==> config.mk <==
export PLATFORM = sky130hd
export DESIGN_NAME = pipeline_hs
export DESIGN_NICKNAME = d
export VERILOG_FILES = /design/src/rtl/pipeline_hs.sv
export SDC_FILE = /design/constraint.sdc
export NUM_CORES = 1
export LEC_CHECK = 0
export ABC_AREA = 1
export BUFFER_PORTS_ARGS = -buffer_cell sky130_fd_sc_hd__buf_4
export CORE_ASPECT_RATIO = 0.6
export CORE_MARGIN = 2
export CORE_UTILIZATION = 65
export CTS_CLUSTER_DIAMETER = 100
export DETAILED_ROUTE_END_ITERATION = 10
export GPL_TIMING_DRIVEN = 0
export HOLD_SLACK_MARGIN = 0.08
export PLACE_DENSITY = 0.85
export SLEW_MARGIN = 20
export SYNTH_ARGS = -nofsm -noshare
export SYNTH_HDL_FRONTEND = slang
export SYNTH_SLANG_ARGS = --single-unit
export TNS_END_PERCENT = 50
==> constraint.sdc <==
create_clock -name clk -period 10.3 [get_ports clk]
set_input_delay 1.03 -clock clk [delete_from_list [all_inputs] [get_ports clk]]
set_output_delay 1.03 -clock clk [all_outputs]
set_load 0.05 [all_outputs]
==> src/rtl/pipeline_hs.sv <==
// pipeline_hs: three-stage valid/ready pipeline computing
//   F   = ((A+B)*C - D) mod 2^N
//   ovf = exact difference lies outside 0..2^N-1
// Stage 1 holds A+B, C and D. Stage 2 holds (A+B)*C and D. Stage 3 holds F and ovf.
// Each stage has a valid bit. A stage may load when it is empty or when the
// stage below it is advancing. Because of this, in_ready follows out_ready
// combinationally, and a full pipeline keeps one-per-cycle throughput.

module pipeline_hs #(
   parameter int N = 10
) (
   input  logic         clk,
   input  logic         rst_n,
   input  logic [N-1:0] A,
   input  logic [N-1:0] B,
   input  logic [N-1:0] C,
   input  logic [N-1:0] D,
   input  logic         in_valid,
   output logic         in_ready,
   output logic [N-1:0] F,
   output logic         ovf,
   output logic         out_valid,
   input  logic         out_ready
);

   // Exact intermediate widths: sum N+1, product 2N+1, signed difference 2N+2.
   localparam int SW = N + 1;
   localparam int PW = 2 * N + 1;
   localparam int DW = 2 * N + 2;

   // Exact difference of the product and D, in two's complement over DW bits.
   function automatic logic [DW-1:0] diff_of(input logic [PW-1:0] p, input logic [N-1:0] d);
      logic [DW-1:0] pe;
      logic [DW-1:0] de;
      pe = {1'b0, p};
      de = {{(DW-N){1'b0}}, d};
      return pe - de;
   endfunction

   // Out of range when the difference is negative or needs more than N bits.
   function automatic logic range_err(input logic [DW-1:0] x);
      return x[DW-1] | (|x[DW-2:N]);
   endfunction

   // Stage valid bits.
   logic          v1_r;
   logic          v2_r;
   logic          v3_r;

   // Stage data registers.
   logic [SW-1:0] sum1_r;
   logic [N-1:0]  c1_r;
   logic [N-1:0]  d1_r;
   logic [PW-1:0] prod2_r;
   logic [N-1:0]  d2_r;
   logic [N-1:0]  f3_r;
   logic          ovf3_r;

   // Advance enables and combinational datapath values.
   logic          adv1_s;
   logic          adv2_s;
   logic          adv3_s;
   logic [SW-1:0] sum_s;
   logic [PW-1:0] prod_s;
   logic [DW-1:0] diff_s;

   // Stall chain. A stage advances when it is empty or the stage below advances.
   always_comb begin
      adv3_s = 1'b0;
      adv2_s = 1'b0;
      adv1_s = 1'b0;
      adv3_s = (~v3_r) | out_ready;
      adv2_s = (~v2_r) | adv3_s;
      adv1_s = (~v1_r) | adv2_s;
   end

   // Arithmetic for each stage, widened so that no carry or sign is lost.
   always_comb begin
      sum_s  = {SW{1'b0}};
      prod_s = {PW{1'b0}};
      diff_s = {DW{1'b0}};
      sum_s  = {1'b0, A} + {1'b0, B};
      prod_s = {{(PW-SW){1'b0}}, sum1_r} * {{(PW-N){1'b0}}, c1_r};
      diff_s = diff_of(prod2_r, d2_r);
   end

   // Stage 1: capture the operand sum, C and D when the stage advances.
   always_ff @(posedge clk or negedge rst_n) begin
      if (!rst_n) begin
         v1_r   <= 1'b0;
         sum1_r <= {SW{1'b0}};
         c1_r   <= {N{1'b0}};
         d1_r   <= {N{1'b0}};
      end else if (adv1_s) begin
         v1_r <= in_valid;
         if (in_valid) begin
            sum1_r <= sum_s;
            c1_r   <= C;
            d1_r   <= D;
         end
      end
   end

   // Stage 2: capture the product and carry D forward when the stage advances.
   always_ff @(posedge clk or negedge rst_n) begin
      if (!rst_n) begin
         v2_r    <= 1'b0;
         prod2_r <= {PW{1'b0}};
         d2_r    <= {N{1'b0}};
      end else if (adv2_s) begin
         v2_r <= v1_r;
         if (v1_r) begin
            prod2_r <= prod_s;
            d2_r    <= d1_r;
         end
      end
   end

   // Stage 3: the result registers. They change only when a valid set arrives,
   // so F stays stable while it is held under backpressure.
   always_ff @(posedge clk or negedge rst_n) begin
      if (!rst_n) begin
         v3_r   <= 1'b0;
         f3_r   <= {N{1'b0}};
         ovf3_r <= 1'b0;
      end else if (adv3_s) begin
         v3_r <= v2_r;
         if (v2_r) begin
            f3_r   <= diff_s[N-1:0];
            ovf3_r <= range_err(diff_s);
         end
      end
   end

   assign in_ready  = adv1_s;
   assign out_valid = v3_r;
   assign F         = f3_r;
   assign ovf       = ovf3_r;

endmodule

======== Word-level counts from Yosys, hierarchy flattened ========
Cells that the tools add are included.
storage, ports and cells
  register bits ........................... 76
  input port bits ......................... 44
  output and inout bits ................... 13
operators by class
  $add $sub $neg .......................... 2
  reductions and logical operators ........ 4
  $mul .................................... 1
  bitwise logic cells ..................... 7
operators by type and width
  kind                                            number
  21-bit by 10-bit subtractor with 22-bit output  1
  11-bit by 10-bit multiplier with 21-bit output  1
  10-bit by 10-bit adder with 11-bit output       1
  11-bit OR reduction                             1
  2-bit AND reduction                             3
  1-bit OR                                        4
  1-bit inverter                                  3

======== Longest topological paths before layout ========
Gate-level depths: netlist of run 1.
  depth after elaboration ................. 5
  gate-level depth with buffers ........... 22

======== Worst setup path after synthesis of run 1 ========
No wires, ideal clock.
  path type ............................... register -> register
  start ................................... register c1_r[9]
  end ..................................... register prod2_r[20]
  path slack .............................. 5596 ps
  data required time ...................... 10183 ps
  stages on the path, launching flop included .. 20
  setup time .............................. 117 ps
  period minus slack after synthesis ...... 4704 ps
  arrival time ............................ 4586 ps
  path buffers ............................ 1
  cell sequence ........................... dfrtp_1 -> clkbuf_1 -> nand2_1 -> fa_1 -> fa_1 -> inv_1 -> fa_1 -> fa_1 -> inv_1 -> fa_1 -> inv_1 -> ha_1 -> a21oi_1 -> o21ai_0 -> a21oi_1 -> nand2_1 -> a21oi_1 -> nand2_1 -> nand3_1 -> nand2_1
on the way
  word-level cells in the longest chain between the ends .. 1
RTL lines
  item                                            line  RTL
  start: declaration                              52    logic [N-1:0] c1_r;
  start signal: assignment                        92    c1_r <= {N{1'b0}};
  11-bit by 10-bit multiplier with 21-bit output  83    prod_s = {{(PW-SW){1'b0}}, sum1_r} * {{(PW-N){1'b0}}, c1_r};
  end signal: assignment                          108   prod2_r <= {PW{1'b0}};
  end signal: assignment                          113   prod2_r <= prod_s;
  end: declaration                                54    logic [PW-1:0] prod2_r;
Every way passes these cells.
A chain may end at the register's enable or synchronous reset.

======== Worst setup path in the final report of run 1 ========
Ends and elaborated chain as after synthesis.

==> results.md, run 1 <==
* Status: completed
* DR iter-0 viols at 488
* Rel. slew slack at 36.9%
* Util after Layout at around three quarters
* Avg WL per Cell at 14.6 um
* Synth top area cells: dfrtp_1 24%, fa_1 18%, nand2_1 17%
* # rows at 31
* Clock Tree Buf Depth at 2
* Post-DP HPWL at about 16 mm
* DRC at 0
* Maxcap violations at 0
* Final net count at 1,358
* Final count of pins violating max slew at 0
* Setup TNS Final at 0 ps
* Die Height at ~90 um
* Crit Path Max Fanout at 10
* Vias in the first global route at between 7,000 and 8,000
* Synth area leader: dfrtp_1
* Part of the cycle the worst path needs at between 50% and 60%
* CTS tree: yes
* CTS clk-pin slew, worst paths at roughly 70 ps
* Area Overhead vs Synth at 11.3%
* Non-Filler Instances at between 1,000 and 1,500
* IO Count at 57
* Mapped Area at roughly 8100 um^2
* Synth Register Bits at 76
* RSZ-0062 raised after global routing: false
* Worst skew pair latency at 350 ps
* Vias per cell at between 5 and 6
* Sequential area share after synthesis at 23.5%
* Largest net degree at the start of global routing at 77
* Die ar. at between 10,000 and 15,000 um^2
* Worst Path Required at between 10,000 and 15,000 ps
* Clock Skew at 9.35 ps
* Mean Syn Cell Area at 7.35 um^2
* Multi-input logic area at between 5000 and 6000 um^2
* Starting Density at roughly 67%
* Initial antenna violation count at 0
* Hold Slack at ~500 ps
* Setup CP Type: reg2reg
* Data arrival, critical path at around 5700 ps
* Yosys top cell area share at 23.5%
* Placer congestion estimate at approximately 0.93
* Vias at 7,205
* Final ANT Viol Nets at 0
* PostCTS Resize Cnt at 0
* CTS Sinks at 76
* Final setup violation count at 0
* Ys Warns at 0
* Inserted Clock Buffers at 9
* Clock Root Buffer: clkbuf_16
* Placed insts at around 1,300
* First-pass GRT wire length at about 33 mm
* Number of port buffers at 56
* Final WL at 19.5 mm
* Die width at approximately 150 um
* Postcts setup bufs at 0
* Max Clk Rate at 183 MHz
* Final hold viol count at 0
* Fin crit period at between 5000 and 6000 ps
* Startpoint types: register
* FF+latch area at 1900 um^2
* Worst Hold Depth at 2
* R2R cell count at 19
* Post-Synthesis Cells at approximately 1,100
* Filler cell count at 960
* CTS H-tree lvls at 3
* Hold Path Class: reg2reg
* Count of cell types in the netlist at 40
* Worst-Margin Slew at 946 ps
* Crit path capture type: register
* Detailed Routing Iterations Pass 1 at 5
* Post-Syn Nets at approximately 1,300
* CTS Hold Buffers Added at 0
* Core Area at roughly 12,000 um^2
* Layout cells sized above 1 at under 10%
* Commonest non-fill, non-tap cell in the layout: nand2_1
* Antenna cells at 0
* Total GRT Usage at a little under a third
* Most frequent cells in the layout: 360 x nand2_1, 229 x inv_1, 76 x dfrtp_1, 76 x ha_1, 72 x fa_1
* Overflow after GRT at 0
==> cell usage after synthesis (all sizes together) <==
cell / number
nand2: 366
and2: 1
clkbuf: 29
nand3b: 2
nor2: 52
nor3: 2
a211oi: 3
xnor2: 13
or2: 5
a21oi: 27
fa: 72
a221oi: 2
a31oi: 5
o211ai: 1
inv: 230
buf: 7
o21ai: 51
nor4: 2
o21bai: 7
a31o: 1
ha: 76
a21o: 1
nand3: 45
xor2: 9
a21boi: 4
nand4: 10
dfrtp: 76
==> layout make-up <==
type	count	share of cell area, %
tap	165	2.29
inverter	230	9.59
clock inverter	7	0.709
buffer	36	1.63
multi-input combinational	757	57.5
timing repair buffer	56	4.67
sequential	76	21.1
clock buffer	9	2.50
==> critical path, stage by stage (launching register included) <==
cell and delay (ps):
dfrtp_1 460, clkbuf_1 390, nand2_1 150, fa_1 550
fa_1 560, inv_1 60, fa_1 520, fa_1 560
inv_1 60, fa_1 540, inv_1 40, ha_1 350
a21oi_1 220, o21ai_0 100, a21oi_1 300, nand2_1 160
a21oi_1 150, nand2_1 60, nand3_1 80, nand2_1 50
==> metal layers <==
metal / part of all wire, % / GRT usage (%) / vias to the layer above
met2: 42 / 44.6 / 312
met5: 0 / 0 / -
met1: 48 / 48.9 / 3405
li1: - / - / 3468
met3: 9.1 / 7.07 / 20
met4: 0.93 / 6.27 / 0
==> through the flow <==
| step | setup slack (ps) | instance area (um^2) |
|---|---|---|
| detailed placement | 4910 | 8710 |
| finish | 4830 | 9000 |
| CTS | 4860 | 9000 |
| floorplan | 5600 | 8080 |
| global route | 4460 | 9000 |
| global placement | 4920 | 8710 |
==> sequential cells by signal, summed over array words and instances, names as in the netlist <==
signal,count
prod2_r,21
sum1_r,11
F,10
c1_r,10
d1_r,10
d2_r,10
out_valid,1
ovf,1
v1_r,1
v2_r,1
==> path summary, 6_finish.rpt <==
path	endpoint	start	slack (ps)
max reg2reg	prod2_r[20]$_DFFE_PN0P_	c1_r[9]$_DFFE_PN0P_	4830
min	d1_r[7]$_DFFE_PN0P_	d1_r[7]$_DFFE_PN0P_	490
min reg2reg	d1_r[7]$_DFFE_PN0P_	d1_r[7]$_DFFE_PN0P_	490
max	prod2_r[20]$_DFFE_PN0P_	c1_r[9]$_DFFE_PN0P_	4830
min in group asynchronous	d1_r[3]$_DFFE_PN0P_	rst_n	820
max in group asynchronous	prod2_r[13]$_DFFE_PN0P_	rst_n	8860
==> cells by family (layout without fill, tap and decap cells) <==
family                     count (synthesis)  count (layout)  synth area share [%]
AOI/OAI and AO/OA                        102             102                  7.60
adders and majority gates                148             148                  29.6
and+or+nand+nor                          485             485                  24.4
xor gates and xnor gates                  22              22                  2.38
buffers and inverters                    266             338                  12.5
DFF                                       76              76                  23.5
Power of run 1 is left out: the tool's default activity adds up to more than one toggle a clock period on the data nets, which glitch-free logic cannot reach.
==> run 2, diff against run 1 <==
CORE_UTILIZATION = 57   (was 65)
PLACE_DENSITY = 0.79   (was 0.85)
clock period = 4.51 ns   (was 10.3 ns; I/O delays follow)
==> results.md, run 2 (synthesis gave the netlist of run 1 again) <==
* Crit path capture type: register
* Overflow after GRT at 0 (unchanged)
* Worst skew pair latency at 350 ps (about the same)
* Worst Slack Setup Final at -263 ps (-5100 ps)
* Die ar. at 15,200 um^2 (+14%)
* Maxcap violations at 0 (unchanged)
* Placer congestion estimate at 0.881 (-5.2%)
* Setup TNS Final at -2000 ps (-2000 ps)
* Antenna cells at 0 (unchanged)
* Status: complete, but fails checks
* Hold Path Class: in2async
* Data arrival, critical path at 5010 ps (-690 ps)
* Failing checks: negative setup slack
* Fin crit period at 4770 ps (-694 ps)
* Pre-CTS WS at -583 ps (-5490 ps)
* Commonest non-fill, non-tap cell in the layout: nand2_1
* Largest net degree at the start of global routing at 77 (unchanged)
* Biggest regs: prod2_r: 21 flops, sum1_r: 11 flops
* Total GRT Usage at 28.8% (-2.5 points)
* RSZ-0062 raised after global routing: true
* Die Height at 96.2 um (+6.5%)
* Clock Root Buffer: clkbuf_16
* Vias per cell at 5.18 (-3.9%)
* Initial antenna violation count at 1 (+1)
* Util after Layout at 72.2% (-2.2 points)
* Clock Tree Buf Depth at 2 (unchanged)
* Vias in the first global route at 6,925 (-2.5%)
* CTS tree: yes
* Worst-Margin Slew at 955 ps (+8.85 ps)
* CTS Sinks at 76 (unchanged)
* Final setup violation count at 12 (+12)
* Final net count at 1,397 (+2.9%)
* Max FFs per register at 21 (unchanged)
* Vias at 7,269 (+0.89%)
* First-pass GRT wire length at 33.7 mm (+0.76%)
* Filler cell count at 1,037 (+8.0%)
* Setup CP Type: reg2reg
* Inserted Clock Buffers at 9 (unchanged)
* R2r startpoint: sum1_r[5]$_DFFE_PN0P_
* Layout cells sized above 1 at 19.4% (+11 points)
* # rows at 33 (+6.5%)
* Final hold viol count at 0 (unchanged)
* Area Overhead vs Synth at 22.8%
* Core Area at 13,700 um^2 (+14%)
* Largest Register: prod2_r
* Crit Path Max Fanout at 10 (unchanged)
* Part of the cycle the worst path needs at 106% (+53 points)
* CTS clk-pin slew, worst paths at 70 ps (about the same)
* Hold Slack at 250 ps (-236 ps)
* Final WL at 21.2 mm (+8.6%)
* Most frequent cells in the layout: 342 x nand2_1, 222 x inv_1, 95 x buf_4, 70 x dfrtp_1, 70 x fa_1
* Internal reg-to-reg setup slack at -260 ps (-5100 ps)
* Number of port buffers at 56 (unchanged)
* Max Clk Rate at 210 MHz (+15%)
* IO Count at 57 (unchanged)
* Post-DP HPWL at 15.6 mm (about the same)
* Detailed Routing Iterations Pass 1 at 5 (unchanged)
* Final count of pins violating max slew at 0 (unchanged)
* DRC at 0 (unchanged)
* Final ANT Viol Nets at 0 (unchanged)
* Rel. slew slack at 36.4% (-0.59 points)
* Clock Skew at 7.57 ps (-1.78 ps)
* Avg WL per Cell at 15.1 um (+3.5%)
* Die width at 158 um (+6.6%)
* Startpoint types: register
* R2R cell count at 22 (+3)
* Worst Path Required at 4740 ps (-5800 ps)
* Reg-to-reg endpoint: prod2_r[12]$_DFFE_PN0P_
* CTS H-tree lvls at 3 (unchanged)
* Starting Density at 58.8% (-8.0 points)
* DR iter-0 viols at 440 (-9.8%)
## run 2: cell types whose count changed in the layout (fill, tap and decap cells not counted), moves of 13 or more
| cell | delta |
|---|---|
| clkbuf_1 | -20 |
| buf_4 | +38 |
| nand2_1 | -18 |
| ha_1 | -13 |
| nand2_2 | +14 |
| ha_4 | +13 |
## run 2: through the flow
| step | instances | cell area (um^2) |
|---|---|---|
| 3_3_place_gp | 1347 | 8780 |
| 3_5_place_dp | 1347 | 8780 |
| 4_1_cts | 1388 | 9670 |
| 2_1_floorplan | 1099 | 8120 |
| 6_report | 1402 | 9930 |
| 5_1_grt | 1402 | 9930 |
## run 2: worst max-delay path by stage
stage                               to             startpoint  depth (start not counted)
2_1_floorplan  prod2_r[17]$_DFFE_PN0P_  sum1_r[4]$_DFFE_PN0P_                         15
3_3_place_gp   prod2_r[20]$_DFFE_PN0P_    c1_r[9]$_DFFE_PN0P_                         19
3_5_place_dp   prod2_r[18]$_DFFE_PN0P_  sum1_r[4]$_DFFE_PN0P_                         15
4_1_cts        prod2_r[20]$_DFFE_PN0P_  sum1_r[3]$_DFFE_PN0P_                         21
5_1_grt        prod2_r[12]$_DFFE_PN0P_    c1_r[5]$_DFFE_PN0P_                         22
6_report       prod2_r[12]$_DFFE_PN0P_  sum1_r[5]$_DFFE_PN0P_                         22
## run 2: final cells by class
class,count,area [um^2],share of cell area [%]
Clock buffer,9,225,2.27
Sequential cell,76,1910,19.2
Inverter,230,863,8.70
Multi-Input combinational cell,757,5570,56.1
Timing Repair Buffer,97,749,7.55
Tap cell,192,240,2.42
Clock inverter,7,70.1,0.706
Buffer,34,300,3.02
## run 2: critical path: stages (launching register included)
cell and delay (ps):
dfrtp_1 390, clkbuf_8 180, nand2_1 60, inv_1 50, fa_1 470, inv_1 50
fa_1 530, inv_2 40, fa_1 500, fa_1 590, inv_2 40, fa_1 500
inv_2 50, ha_4 260, a21oi_4 160, buf_4 150, buf_6 100, nand2_8 60
nand2_4 70, nand2_2 50, or2_1 200, nand3_1 70, o21ai_1 60
## run 2: what timing repair did
| item | 4_1_cts | 5_1_grt |
|---|---|---|
| hold buffers | 0 | 0 |
| pin swaps | 35 | 30 |
| endpoints found under the setup margin | 14 | 13 |
| gates cloned | 1 | 1 |
| hold endpoints to repair | 0 | 0 |
| resized for setup | 91 | 37 |
| setup buffers | 26 | 13 |
## run 2: per-layer routing
layer	track usage [%]	share of wire (%)	vias up
li1	-	-	3541
met1	41.9	47	3448
met2	43.4	42	250
met3	7.52	9.3	28
met4	5.83	1.4	2
met5	0	0.057	-
Power of run 2 is left out for the same reason.
